$ cat src/rtl/rx_frame_frontend.sv
// Receive frame front end: strips preamble/SFD and the trailing 4-byte FCS, reports per-frame status.
// Optional FCS checking is compiled in when RX_CRC_CHECK_EN is defined.
module rx_frame_frontend #(
  parameter int MIN_LEN = 64
) (
  input  logic        clk,
  input  logic        rst,
  input  logic [7:0]  rxd,
  input  logic        rx_dv,
  input  logic        rx_er,
  output logic [7:0]  data_out,
  output logic        en_out,
  output logic        frame_done,
  output logic        crc_err,
  output logic        runt,
  output logic        phy_err,
  output logic [11:0] frame_len
);

  typedef enum logic [1:0] {IDLE, PRE, DATA, DROP} state_t;

  localparam logic [7:0]  PRE_BYTE  = 8'h55;
  localparam logic [7:0]  SFD_BYTE  = 8'hD5;
  localparam logic [11:0] MIN_LEN_W = 12'(MIN_LEN);

  state_t          state, state_nxt;
  logic [7:0]      rxd_r;
  logic            rx_dv_r, rx_er_r;
  logic [3:0][7:0] dly_line;
  logic [11:0]     cnt;
  logic            phy_acc;
  logic            start, shift, finish;

  // NOTE: every clocked process uses non-blocking assignments so all flops update from pre-edge values.
  always_ff @(posedge clk) begin
    if (!rst) begin
      rxd_r   <= '0;
      rx_dv_r <= 1'b0;
      rx_er_r <= 1'b0;
      state   <= IDLE;
    end else begin
      rxd_r   <= rxd;
      rx_dv_r <= rx_dv;
      rx_er_r <= rx_er;
      state   <= state_nxt;
    end
  end

  // NOTE: defaults first so no path through the case leaves a signal unassigned (no latches).
  always_comb begin
    state_nxt = state;
    start     = 1'b0;
    shift     = 1'b0;
    finish    = 1'b0;
    unique case (state)
      IDLE, PRE: begin
        if (!rx_dv_r) begin
          state_nxt = IDLE;
        end else if (rxd_r == PRE_BYTE) begin
          state_nxt = PRE;
        end else if (rxd_r == SFD_BYTE) begin
          state_nxt = DATA;
          start     = 1'b1;
        end else begin
          state_nxt = DROP;
        end
      end
      DATA: begin
        if (rx_dv_r) begin
          shift = 1'b1;
        end else begin
          state_nxt = IDLE;
          finish    = 1'b1;
        end
      end
      DROP: if (!rx_dv_r) state_nxt = IDLE;
      default: state_nxt = IDLE;
    endcase
  end

  // Bytes leave the delay line only once four newer bytes have arrived, so the FCS never escapes.
  always_ff @(posedge clk) begin
    if (!rst) begin
      dly_line   <= '0;
      cnt        <= '0;
      phy_acc    <= 1'b0;
      data_out   <= '0;
      en_out     <= 1'b0;
      frame_done <= 1'b0;
      runt       <= 1'b0;
      phy_err    <= 1'b0;
      frame_len  <= '0;
    end else begin
      en_out     <= 1'b0;
      frame_done <= 1'b0;
      if (start) begin
        cnt     <= '0;
        phy_acc <= 1'b0;
      end
      if (shift) begin
        dly_line <= {dly_line[2:0], rxd_r};
        data_out <= dly_line[3];
        en_out   <= (cnt >= 12'd4);
        cnt      <= (cnt == 12'hFFF) ? cnt : cnt + 12'd1;
        phy_acc  <= phy_acc | rx_er_r;
      end
      if (finish) begin
        frame_done <= 1'b1;
        frame_len  <= cnt;
        runt       <= (cnt < MIN_LEN_W);
        phy_err    <= phy_acc;
      end
    end
  end

`ifdef RX_CRC_CHECK_EN
  // The good-frame residue is quoted MSB-first; the reflected register holds it bit-reversed.
  localparam logic [31:0] CRC_RESIDUE = 32'hC704DD7B;

  logic [31:0] crc;

  function automatic logic [31:0] crc_step(input logic [31:0] c, input logic [7:0] d);
    logic [31:0] r;
    r = c ^ {24'd0, d};
    for (int i = 0; i < 8; i++) r = r[0] ? ((r >> 1) ^ 32'hEDB88320) : (r >> 1);
    return r;
  endfunction

  function automatic logic [31:0] bit_rev(input logic [31:0] v);
    logic [31:0] r;
    for (int i = 0; i < 32; i++) r[i] = v[31-i];
    return r;
  endfunction

  always_ff @(posedge clk) begin
    if (!rst) begin
      crc     <= '1;
      crc_err <= 1'b0;
    end else begin
      if (start) crc <= '1;
      if (shift) crc <= crc_step(crc, rxd_r);
      if (finish) crc_err <= (bit_rev(crc) != CRC_RESIDUE);
    end
  end
`else
  assign crc_err = 1'b0;
`endif

endmodule

$ cat config.mk
export PLATFORM = sky130hd
export DESIGN_NAME = rx_frame_frontend
export DESIGN_NICKNAME = d
export VERILOG_FILES = /design/src/rtl/rx_frame_frontend.sv
export SDC_FILE = /design/constraint.sdc
export NUM_CORES = 1
export LEC_CHECK = 0
export BUFFER_PORTS_ARGS = -buffer_cell sky130_fd_sc_hd__buf_2
export CORE_MARGIN = 3
export CORE_UTILIZATION = 55
export CTS_CLUSTER_DIAMETER = 60
export CTS_CLUSTER_SIZE = 16
export DETAILED_ROUTE_END_ITERATION = 6
export PLACE_DENSITY = 0.73
export SKIP_LAST_GASP = 1
export SLEW_MARGIN = 20
export SYNTH_ARGS = -nofsm -noshare
export SYNTH_HDL_FRONTEND = slang
export SYNTH_SLANG_ARGS = --single-unit
$ cat constraint.sdc
create_clock -name clk -period 1.6 [get_ports clk]
set_input_delay 0.08 -clock clk [delete_from_list [all_inputs] [get_ports clk]]
set_output_delay 0.08 -clock clk [all_outputs]
set_load 0.1 [all_outputs]
After elaboration in Yosys (flattened, before gate mapping)
Cells that the tools add are included.
{ "word_totals": {"regBits": 81, "input_bits": 12} }
{ "classes": {"add_sub_neg": 1, "n_lt_le_gt_ge": 2, "n_eq_ne": 8, "muxes": 19, "bitwise": 1, "reduce_logical": 6} }
{ "op_table": {"columns": ["operator", "n"], "rows": [
  ["two-way mux 12 bit", 3],
  ["adder 12 x 1 -> 12 bit, second input constant", 1],
  ["== test 12 bit, second input constant", 1],
  [">= comparator 12 x 3 -> 1 bit, second input constant", 1],
  ["< comparator 12 x 7 -> 1 bit, second input constant", 1],
  ["two-way mux 1 bit", 12],
  ["== test 8 x 7 -> 1 bit, second input constant", 1],
  ["== test 8 bit, second input constant", 1],
  ["two-way mux 2 bit", 3],
  ["== test 2 bit, second input constant", 2],
  ["inequality test 2 bit, second input constant", 2],
  ["one-hot mux 2 bit (2 select lines)", 1],
  ["AND reduction 2 bit", 2],
  ["OR reduction 2 bit", 2],
  ["== test 2 x 1 -> 1 bit, second input constant", 1],
  ["logical NOT 2 bit", 1],
  ["nonzero test 2 bit", 1],
  ["OR 1 bit", 1]
]} }

Longest topological paths before layout
Gate-level depths: netlist of the first run.
{ "depth": {"depth_word": 7, "depth_mapped": 6, "mapped_depth_nobuf": 5} }

Worst setup path before layout of the first run
Ideal clock, no wire load.
{ "synth_path": {"path_type": "flip-flop to flip-flop", "start": "register cnt[1]", "end": "register cnt[8]", "setup_ns": 0.088, "arrival_time_ns": 1.340, "setup_slack_ns": 0.172, "path_stages_with_launch": 6, "period_less_slack_ns": 1.428, "path_cell_list": "dfxtp_1 -> ha_1 -> nand3_2 -> o31ai_4 -> nand2_4 -> o32ai_2"} }
{ "synth_via": {"elab_chain_len": 3, "word_cells_on_any_way": 6, "cone_classes": "add/sub (1); eq/ne (2); mux (2); reduce/logical (1)"} }
{ "synth_rtl": {"columns": ["item", "line", "text"], "rows": [
  ["start, declared", "30", "logic [11:0] cnt;"],
  ["start signal, assigned", "104", "cnt <= (cnt == 12'hFFF) ? cnt : cnt + 12'd1;"],
  ["adder 12 x 1 -> 12 bit / == test 12 bit (equally long branches)", "104", null],
  ["two-way mux 12 bit / inequality test 2 bit (equally long branches)", null, null],
  ["two-way mux 12 bit / AND reduction 2 bit (equally long branches)", null, null]
]} }
Several ways; a longest one is shown, not always the timed one. The select of a mux whose other input is x is not followed.
A chain may end at the register's enable or synchronous reset.

Worst setup path in the final report of the first run
{ "layout_path": {"start": "register cnt[4]", "end": "register cnt[10]"} }
The elaborated chain is that of the path after synthesis.

==> results of run 1 <==
## cell usage after synthesis
library cell	number	area share [%]
nand2b_1	3	0.62
dfxtp_1	81	54
buf_2	7	1.2
inv_1	5	0.62
o22ai_1	4	0.83
nor3b_1	1	0.25
conb_1	1	0.12
nand2_4	1	0.37
buf_1	1	0.12
nor2_1	5	0.62
nand2_1	117	15
a31oi_1	3	0.62
and3b_1	1	0.29
nand4_1	3	0.62
or4_1	2	0.50
nor4_1	2	0.41
nand3_2	1	0.33
xor2_1	2	0.58
clkbuf_1	14	1.7
nor3_1	5	0.83
and3_1	1	0.21
a211oi_2	1	0.41
o31ai_4	1	0.70
ha_1	2	0.83
buf_4	1	0.25
nand4_4	1	0.70
and2_1	10	2.1
a311oi_1	1	0.29
inv_2	1	0.12
xnor2_1	2	0.58
a21oi_1	64	11
and4bb_2	2	0.83
nand3b_1	3	0.74
nand3_1	7	1.2
o31ai_1	1	0.25
nor2b_1	2	0.41
o21ai_0	4	0.66
o32ai_2	1	0.54
## final timing paths
path / end / cells past startpoint
min reg2reg: data_out[6] / 2
min: frame_done / 3
max: cnt[10] / 4
max reg2reg: cnt[10] / 4
## per-layer routing
| layer | up-vias | wire length [um] | track usage (%) |
|---|---|---|---|
| li1 | 1295 | - | - |
| met1 | 1077 | 2860 | 25.0 |
| met2 | 67 | 2440 | 29.8 |
| met3 | 12 | 335 | 4.93 |
| met4 | 0 | 98 | 8.61 |
| met5 | - | 0 | 0 |
## logic make-up after synthesis
| logic type | after synthesis |
|---|---|
| adder cells (fa/ha/maj) | 2 |
| AO/OA/AOI/OAI | 80 |
| other | 1 |
| AND/OR/NAND/NOR | 167 |
| XOR/XNOR | 4 |
| buffers and inverters | 29 |
| flip-flops | 81 |
## power groups by stage
stage / logic, mW / registers (mW) / clock network [mW]
final: 0.146 / 2.05 / 1.37
after global routing: 0.158 / 2.05 / 1.50
after CTS: 0.145 / 2.05 / 1.41
after detailed placement: 0.126 / 2.09 / 0
after global placement: 0.125 / 2.09 / 0
after floorplan: 0.0776 / 2.10 / 0
## state kept, by name, summed over array words and instances (netlist names), 2 cells and up
| register | count |
|---|---|
| frame_len | 12 |
| rxd_r | 8 |
| cnt | 12 |
| state | 2 |
| data_out | 8 |
| dly_line | 32 |
## layout by cell type, fill, tap and decap left out, types with 3 or more instances in the layout
cell type      netlist  layout
nand2_1            117     117
dfxtp_1             81      81
a21oi_1             64      64
buf_2                7      35
buf_4                1      12
and2_1              10      10
dlygate4sd3_1        0      10
clkbuf_8             0       9
nand3_1              7       7
inv_1                5       5
nor3_1               5       5
nor2_1               5       5
o21ai_0              4       4
o22ai_1              4       4
nand3b_1             3       3
nand2b_1             3       3
a31oi_1              3       3
nand4_1              3       3
clkbuf_1            14       3
## repair_timing
action / in CTS / in global routing
hold buffers: 10 / 0
endpoints found under the hold margin: 10 / 0
endpoints found under the setup margin: 0 / 2
## worst max-delay path, cell delays in order, from the launching register on
cell     delay, ns
dfxtp_1       0.49
nand4_4       0.19
or4_1         0.49
o21ai_0       0.17
nor3_1        0.06
## stage by stage
step / hold WS (ns) / utilization (%) / cells / area, um2 / power [mW]
after detailed placement: 0.289 / 63.4 / 459 / 3300 / 2.22
after global placement: 0.284 / 63.4 / 459 / 3300 / 2.22
after floorplan: 0.207 / - / 364 / 3030 / 2.18
final: 0.206 / 68.8 / 484 / 3580 / 3.57
after CTS: 0.189 / 68.8 / 484 / 3580 / 3.60
after global routing: 0.209 / 68.8 / 484 / 3580 / 3.71
## final cells by class
type                    instances  area share (%)
clock buffers                  12            3.77
flip-flops and latches         81            45.3
clock inverters                 3            1.19
well taps                      70            2.45
multi-input cells             254            35.9
inverters                       6           0.629
repair buffers                 58            10.8
==> reports/qor.yml, run 1 <==
cells_and_area:
  nets: 424
  regArea_mm2: 0.00162
  fillers: 453
  drive_gt1_share_pct: 16.7
  insertedDiodeCount: 0
  multiInputGateArea_mm2: 0.00128
  syn_to_final_growth_pct: 18.2
job:
  drv_cap: 0
worst_hold_path:
  hold_start: "rst"
  min_path_type: "in2reg"
critical_path:
  r2r_setup_slack_ns: 0.07
  r2r_start: "cnt[4]"
  cp_data_arrival_time_ns: 1.74
  end_kind: "flip-flop"
  critPathLaunch: "cnt[4]"
  critPathLaunchType: "flip-flop"
  crit_type: "reg2reg"
  critical_path_required_ns: 1.81
  worstPathMaxFanout: 7
global_routing:
  overflow: 0
  grt_use_total_pct: 19.2
  antenna_found_initial: 0
  grt_pass1_wl_mm: 9.81
  grt_pass1_vias: 2313
  grt_max_degree: 41
power:
  swShare_pct: 21.5
  max-vdd-ir-drop_uv: 661
  power.leakage_nw: 1.31
  seqPwrFrac_pct: 57.4
  p_per_area_mw_per_mm2: 996
  power_switching_mw: 0.766
  internal_power_mw: 2.80
  clockPowerShare_pct: 38.5
  combinationalPowerShare_pct: 4.1
floorplanning:
  initial_core_util_pct: 58.2
  die_w_um: 80.2
  core_mm2: 0.00520
  num_io_pins: 37
  rows: 26
  die_y_um: 80.2
  die_area_mm2: 0.00643
synth:
  synth-warning-count: 0
  avgSynthCellArea_um2: 8.32
  ys_types: 38
  syn-num-nets: 378
  synth-simple-area-share_pct: 25.5
  synthXorXnorAreaFrac_pct: 1.16
  syn_area_mm2: 0.00303
  synth_top_family_by_area: "simple AND/OR/NAND/NOR gates"
  synth_compound_area_share_pct: 14.9
  ys_ff_latch: 81
  synth.mux.area_fraction_pct: 0
  syn_inst: 364
  yosys.area_share.adder_pct: 0.826
  yosysSeqAreaShare_pct: 53.6
cts:
  path_clk_slew_ns: 0.08
  clk_latency_ns: 0.34
  cts_root_buf: "clkbuf_8"
  cts-htree-levels: 3
  cts_sinks: 81
  ctsResizeCount: 0
  cts_setup_buffers: 0
  clk_path_buf_depth: 2
  cts_made_buffers: 9
  cts_tree: "built"
timing:
  fin_tns_setup_ns: 0
  layout_min_cycle_time_ns: 1.53
  skew_ns: 0.00828
  tightest_slew_ns: 0.567
  rsz0062_at_grt: "no"
  setup_violations: 0
  slew_headroom_pct: 62.2
  period_share_pct: 95.9
  max_freq_ghz: 0.652
  fin_ws_ns: 0.0663
  hold_violations: 0
  slew_violations: 0
placed_design:
  gp_congestion: 0.847
  portBuffers: 35
  dp_hpwl_mm: 3.67
  dp_slack_ns: 0.0973
routing:
  vias_per_cell: 5.06
  drtPass1Iterations: 5
  vias: 2451
  dr.first_iter.drc_count: 137
  wl_per_cell_um: 11.8
  ant_nets: 0
  routed_wl_mm: 5.73
  drc: 0
run_status:
  status: "finished clean"
Note: power is estimated with default switching activity, not from simulation.
==> run 2: changes to the inputs <==
--- a/config.mk
+++ b/config.mk
@@ -8,6 +8,7 @@
 export BUFFER_PORTS_ARGS = -buffer_cell sky130_fd_sc_hd__buf_2
 export CORE_MARGIN = 3
 export CORE_UTILIZATION = 55
+export CTS_BUF_LIST = sky130_fd_sc_hd__clkbuf_8
 export CTS_CLUSTER_DIAMETER = 60
 export CTS_CLUSTER_SIZE = 16
 export DETAILED_ROUTE_END_ITERATION = 6
==> reports/qor.yml, run 2 (synthesized netlist as in run 1, its figures left out) <==
global_routing:
  grt_max_degree: 41  # unchanged
  grt_pass1_vias: 2313  # unchanged
  grt_pass1_wl_mm: 9.81  # unchanged
  antenna_found_initial: 0  # unchanged
  grt_use_total_pct: 19.2  # unchanged
  overflow: 0  # unchanged
cts:
  cts_root_buf: "clkbuf_8"
  cts_setup_buffers: 0  # unchanged
  path_clk_slew_ns: 0.08  # about the same
  ctsResizeCount: 0  # unchanged
  cts_tree: "built"
  cts_sinks: 81  # unchanged
  clk_path_buf_depth: 2  # unchanged
  cts-htree-levels: 3  # unchanged
  cts_made_buffers: 9  # unchanged
  clk_latency_ns: 0.34  # about the same
timing:
  tightest_slew_ns: 0.566  # -0.000254 ns
  layout_min_cycle_time_ns: 1.54  # +0.00850 ns
  slew_violations: 0  # unchanged
  skew_ns: 0.00841  # +0.000132 ns
  rsz0062_at_grt: "no"
  fin_ws_ns: 0.0578  # -0.00850 ns
  slew_headroom_pct: 62.2  # about the same
  setup_violations: 0  # unchanged
  fin_tns_setup_ns: 0  # unchanged
  hold_violations: 0  # unchanged
  max_freq_ghz: 0.648  # -0.55%
  period_share_pct: 96.4  # +0.53 points
power:
  internal_power_mw: 2.78  # -0.69%
  max-vdd-ir-drop_uv: 662  # about the same
  power_switching_mw: 0.767  # +0.17%
  power.leakage_nw: 1.33  # +0.95%
  swShare_pct: 21.6  # +0.14 points
  clockPowerShare_pct: 38.2  # -0.3 points
  seqPwrFrac_pct: 57.7  # +0.3 points
  p_per_area_mw_per_mm2: 991  # -0.50%
  total_power_mw: 3.55  # -0.50%
  combinationalPowerShare_pct: 4.1  # about the same
run_status:
  status: "finished clean"
cells_and_area:
  drive_gt1_share_pct: 16.7  # unchanged
  top_register: "dly_line"
  fillers: 453  # unchanged
  reg_top3: "dly_line: 32 flops, cnt: 12 flops, frame_len: 12 flops"
  nets: 424  # unchanged
  fin_cells: 484  # unchanged
  finalInstanceArea_mm2: 0.00358  # unchanged
  final_common_cell: "nand2_1"
  largest_reg_flops: 32  # unchanged
  insertedDiodeCount: 0  # unchanged
  final_cell_mix: "nand2_1 (117), dfxtp_1 (81), a21oi_1 (64), buf_2 (35), buf_4 (12)"
  syn_to_final_growth_pct: 18.2  # unchanged
floorplanning:
  die_area_mm2: 0.00643  # unchanged
  die_y_um: 80.2  # unchanged
  initial_core_util_pct: 58.2  # unchanged
  rows: 26  # unchanged
  core_mm2: 0.00520  # unchanged
  die_w_um: 80.2  # unchanged
  num_io_pins: 37  # unchanged
worst_hold_path:
  min_path_type: "in2reg"
routing:
  dr_wl_met3_um: 318  # -5.1%
  routed_wl_mm: 5.73  # -0.10%
  ant_nets: 0  # unchanged
  detail_route.wirelength.met1_mm: 2.87  # +0.17%
  wl_per_cell_um: 11.8  # -0.10%
  drtPass1Iterations: 5  # unchanged
  vias_per_cell: 5.05  # -0.20%
  route.met2.wl_mm: 2.44  # +0.25%
  dr.first_iter.drc_count: 139  # +1.5%
  highest_layer: "met4"
  vias: 2446  # -0.20%
  drc: 0  # unchanged
placed_design:
  dp_slack_ns: 0.0973  # unchanged
  portBuffers: 35  # unchanged
  dp_hpwl_mm: 3.67  # unchanged
  place_inst: 459  # unchanged
  placed_cell_area_mm2: 0.00330  # unchanged
  gp_congestion: 0.847  # unchanged
critical_path:
  cp_data_arrival_time_ns: 1.75  # about the same
  end_kind: "flip-flop"
  path_cells: "nand4_4, or4_1, o21ai_0, nor3_1"
  crit_family: "simple AND/OR/NAND/NOR gates"
  slowest_stage: "dfxtp_1"
  critPathLaunchType: "flip-flop"
  crit_buf_inv: 0  # unchanged
  worstPathMaxFanout: 7  # unchanged
  slowest_delay_ns: 0.49  # about the same
  critical_path_required_ns: 1.81  # about the same
  crit_type: "reg2reg"
job:
  drv_cap: 0  # unchanged
-- run 2: changes by cell type in the layout (fill, tap and decap cells not counted) --
cell / delta
clkbuf_1: -3
inv_1: +3
-- run 2: worst min-delay path: stages --
cell	delay, ns
buf_2	0.10
inv_2	0.18
nor2_1	0.15
-- run 2: what timing repair did --
item | 4_1_cts | 5_1_grt
setup endpoints to repair | 0 | 2
hold buffers | 10 | 0
endpoints found under the hold margin | 10 | 0
-- run 2: routing by layer --
layer  track usage [%]  vias up
met4              8.61        0
met5                 0        -
li1                  -     1296
met3              4.93       12
met2              29.8       62
met1              25.0     1076
-- run 2: worst paths after layout --
check / startpoint / slack [ns] / endpoint / cells past startpoint
worst max-delay path: cnt[4] / 0.06 / cnt[10] / 4
worst min-delay path: rst / 0.21 / frame_done / 3
worst max register to register: cnt[4] / 0.06 / cnt[10] / 4
worst min register to register: dly_line[9] / 0.45 / dly_line[17] / 2
-- run 2: area by class of cell --
class / count / area [um2] / area share (%)
clock buffers: 9 / 124 / 3.46
inverters: 6 / 22.5 / 0.629
multi-input cells: 254 / 1280 / 35.9
clock inverters: 6 / 53.8 / 1.50
well taps: 70 / 87.6 / 2.45
repair buffers: 58 / 385 / 10.8
flip-flops and latches: 81 / 1620 / 45.3
-- run 2: per-stage QoR --
step           hold WS [ns]  util [%]
6_report              0.206      68.8
5_1_grt               0.209      68.8
4_1_cts               0.189      68.8
3_5_place_dp          0.289      63.4
3_3_place_gp          0.284      63.4
2_1_floorplan         0.207         -
-- run 2: power groups by stage --
stage / combinational (mW) / sequential [mW] / clock, mW
floorplan: 0.0776 / 2.10 / 0
global placement: 0.125 / 2.09 / 0
detailed placement: 0.126 / 2.09 / 0
finish: 0.146 / 2.05 / 1.36
global route: 0.158 / 2.05 / 1.48
CTS: 0.145 / 2.05 / 1.40
==> run 3: changes to the inputs <==
--- a/config.mk
+++ b/config.mk
@@ -6,7 +6,6 @@
 export NUM_CORES = 1
 export LEC_CHECK = 0
 export BUFFER_PORTS_ARGS = -buffer_cell sky130_fd_sc_hd__buf_2
-export CORE_MARGIN = 3
 export CORE_UTILIZATION = 55
 export CTS_BUF_LIST = sky130_fd_sc_hd__clkbuf_8
 export CTS_CLUSTER_DIAMETER = 60
==> constraint.sdc (replaced) <==
create_clock -name clk -period 1.6 [get_ports clk]
set_input_delay 0.08 -clock clk [delete_from_list [all_inputs] [get_ports clk]]
set_output_delay 0.08 -clock clk [all_outputs]
set_load 0.005 [all_outputs]
==> reports/qor.yml, run 3 (synthesized netlist as in run 1, its figures left out) <==
cts:
  cts_root_buf: "clkbuf_8"
  cts_setup_buffers: 0  # unchanged
  cts-htree-levels: 3  # unchanged
  cts_sinks: 81  # unchanged
  cts_tree: "built"
  clk_path_buf_depth: 2  # unchanged
  path_clk_slew_ns: 0.07  # about the same
  ctsResizeCount: 0  # unchanged
  clk_latency_ns: 0.34  # about the same
  cts_made_buffers: 9  # unchanged
routing:
  drc: 0  # unchanged
  wl_per_cell_um: 11.7  # -1.5%
  vias_per_cell: 5.04  # -0.25%
  routed_wl_mm: 5.67  # -0.93%
  drtPass1Iterations: 4  # -1
  ant_nets: 0  # unchanged
  vias: 2455  # +0.37%
  dr.first_iter.drc_count: 132  # -5.0%
timing:
  period_share_pct: 93.9  # -2.5 points
  rsz0062_at_grt: "no"
  fin_tns_setup_ns: 0  # unchanged
  slew_violations: 0  # unchanged
  tightest_slew_ns: 0.594  # +0.0273 ns
  layout_min_cycle_time_ns: 1.50  # -0.0400 ns
  setup_violations: 0  # unchanged
  max_freq_ghz: 0.666  # +2.7%
  hold_violations: 0  # unchanged
  skew_ns: 0.00982  # +0.00141 ns
  slew_headroom_pct: 60.4  # -1.8 points
cells_and_area:
  largest_reg_flops: 32  # unchanged
  fillers: 448  # -1.1%
  reg_top3: "dly_line: 32 flops, cnt: 12 flops, frame_len: 12 flops"
  syn_to_final_growth_pct: 20.7
  drive_gt1_share_pct: 18.0  # +1.3 points
  regArea_mm2: 0.00162  # unchanged
  multiInputGateArea_mm2: 0.00128  # unchanged
  final_common_cell: "nand2_1"
  insertedDiodeCount: 0  # unchanged
  nets: 426  # +0.47%
  final_cell_mix: "nand2_1 (117), dfxtp_1 (81), a21oi_1 (64), buf_2 (35), buf_4 (14)"
  finalInstanceArea_mm2: 0.00366  # +2.1%
  top_register: "dly_line"
critical_path:
  cp_data_arrival_time_ns: 1.76  # about the same
  critPathLaunchType: "flip-flop"
  crit_family: "compound AO/OA/AOI/OAI gates"
  r2r_setup_slack_ns: 0.1  # +0.04 ns
  endpoint: "cnt[8]"
  cp.depth: 4  # unchanged
  critical_path_required_ns: 1.86  # +0.05 ns
  critPathLaunch: "cnt[5]"
  slowest_delay_ns: 0.47  # -0.02 ns
  crit_type: "reg2reg"
  path_cells: "nand4_4, o31ai_4, nand2_4, o32ai_2"
  r2r_start: "cnt[5]"
  worstPathMaxFanout: 8  # +1
  end_kind: "flip-flop"
  reg2regPathDepth: 4  # unchanged
  crit_buf_inv: 0  # unchanged
  slowest_stage: "dfxtp_1"
  timing.rr.end: "cnt[8]"
run_status:
  status: "finished clean"
floorplanning:
  rows: 26  # unchanged
  initial_core_util_pct: 58.2  # unchanged
  core_mm2: 0.00520  # unchanged
  num_io_pins: 37  # unchanged
  die_y_um: 76.2  # -5.0%
  die_area_mm2: 0.00581  # -9.7%
  die_w_um: 76.2  # -5.0%
placed_design:
  dp_hpwl_mm: 3.59  # -2.1%
  placed_cell_area_mm2: 0.00332  # +0.45%
  portBuffers: 35  # unchanged
  gp_congestion: 0.836  # -1.3%
global_routing:
  grt_max_degree: 41  # unchanged
  grt_use_total_pct: 21.0  # +1.8 points
  overflow: 0  # unchanged
  grt_pass1_vias: 2251  # -2.7%
  antenna_found_initial: 0  # unchanged
  grt_pass1_wl_mm: 9.72  # -0.98%
power:
  total_power_mw: 3.86  # +8.9%
  p_per_area_mw_per_mm2: 1060  # +6.6%
  power.leakage_nw: 1.36  # +2.6%
  max-vdd-ir-drop_uv: 644  # -2.7%
worst_hold_path:
  min_path_type: "in2reg"
  hold_start: "rst"
job:
  drv_cap: 0  # unchanged
## run 3: cell types whose count changed in the layout (fill, tap and decap cells not counted)
| cell | before | now |
|---|---|---|
| clkinv_4 | 0 | 1 |
| buf_4 | 12 | 14 |
| inv_1 | 8 | 5 |
| clkbuf_8 | 9 | 12 |
| bufinv_16 | 1 | 2 |
| clkinvlp_4 | 1 | 0 |
## run 3: worst min-delay path by stage
stage	to	cells past startpoint
final	frame_done	3
after global routing	frame_done	3
after CTS	frame_done	3
after detailed placement	rxd_r[7]	2
after global placement	rxd_r[2]	2
after floorplan	rx_dv_r	1
## run 3: metrics by stage
step | utilization [%] | std cells | setup WS, ns | hold WS, ns
after floorplan | - | 364 | 0.172 | 0.207
after global placement | 63.7 | 461 | 0.153 | 0.286
after detailed placement | 63.7 | 461 | 0.0924 | 0.289
after CTS | 70.2 | 487 | 0.0570 | 0.169
after global routing | 70.2 | 487 | 0.00133 | 0.196
final | 70.2 | 487 | 0.0979 | 0.170
## run 3: timing repair
item                                   CTS  global route
endpoints found under the hold margin   10             0
hold buffers                            10             0
setup endpoints to repair                0             3
## run 3: layer usage
metal	up-vias	track usage (%)	part of all wire [%]	routed length (um)
met5	-	0	0	0
met4	0	11.5	1.9	108
met3	9	3.95	3.4	193
met2	47	33.9	46	2620
met1	1092	26.5	49	2750
li1	1307	-	-	-
## run 3: cell type report
class,instances,area share [%]
inverters,6,0.616
repair buffers,60,11.0
flip-flops and latches,81,44.4
clock inverters,4,2.02
clock buffers,12,4.52
multi-input cells,254,35.1
well taps,70,2.40
## run 3: report_power, final
| part | internal, mW | switching (mW) | total, mW |
|---|---|---|---|
| clock | 1.01 | 0.685 | 1.69 |
| sequential | 2.03 | 0.0112 | 2.04 |
| combinational | 0.0561 | 0.0707 | 0.127 |
| total | 3.10 | 0.767 | 3.86 |
## run 3: worst min-delay path, stage by stage
cell and delay (ns):
buf_2 0.11, inv_2 0.15, nor2_1 0.13
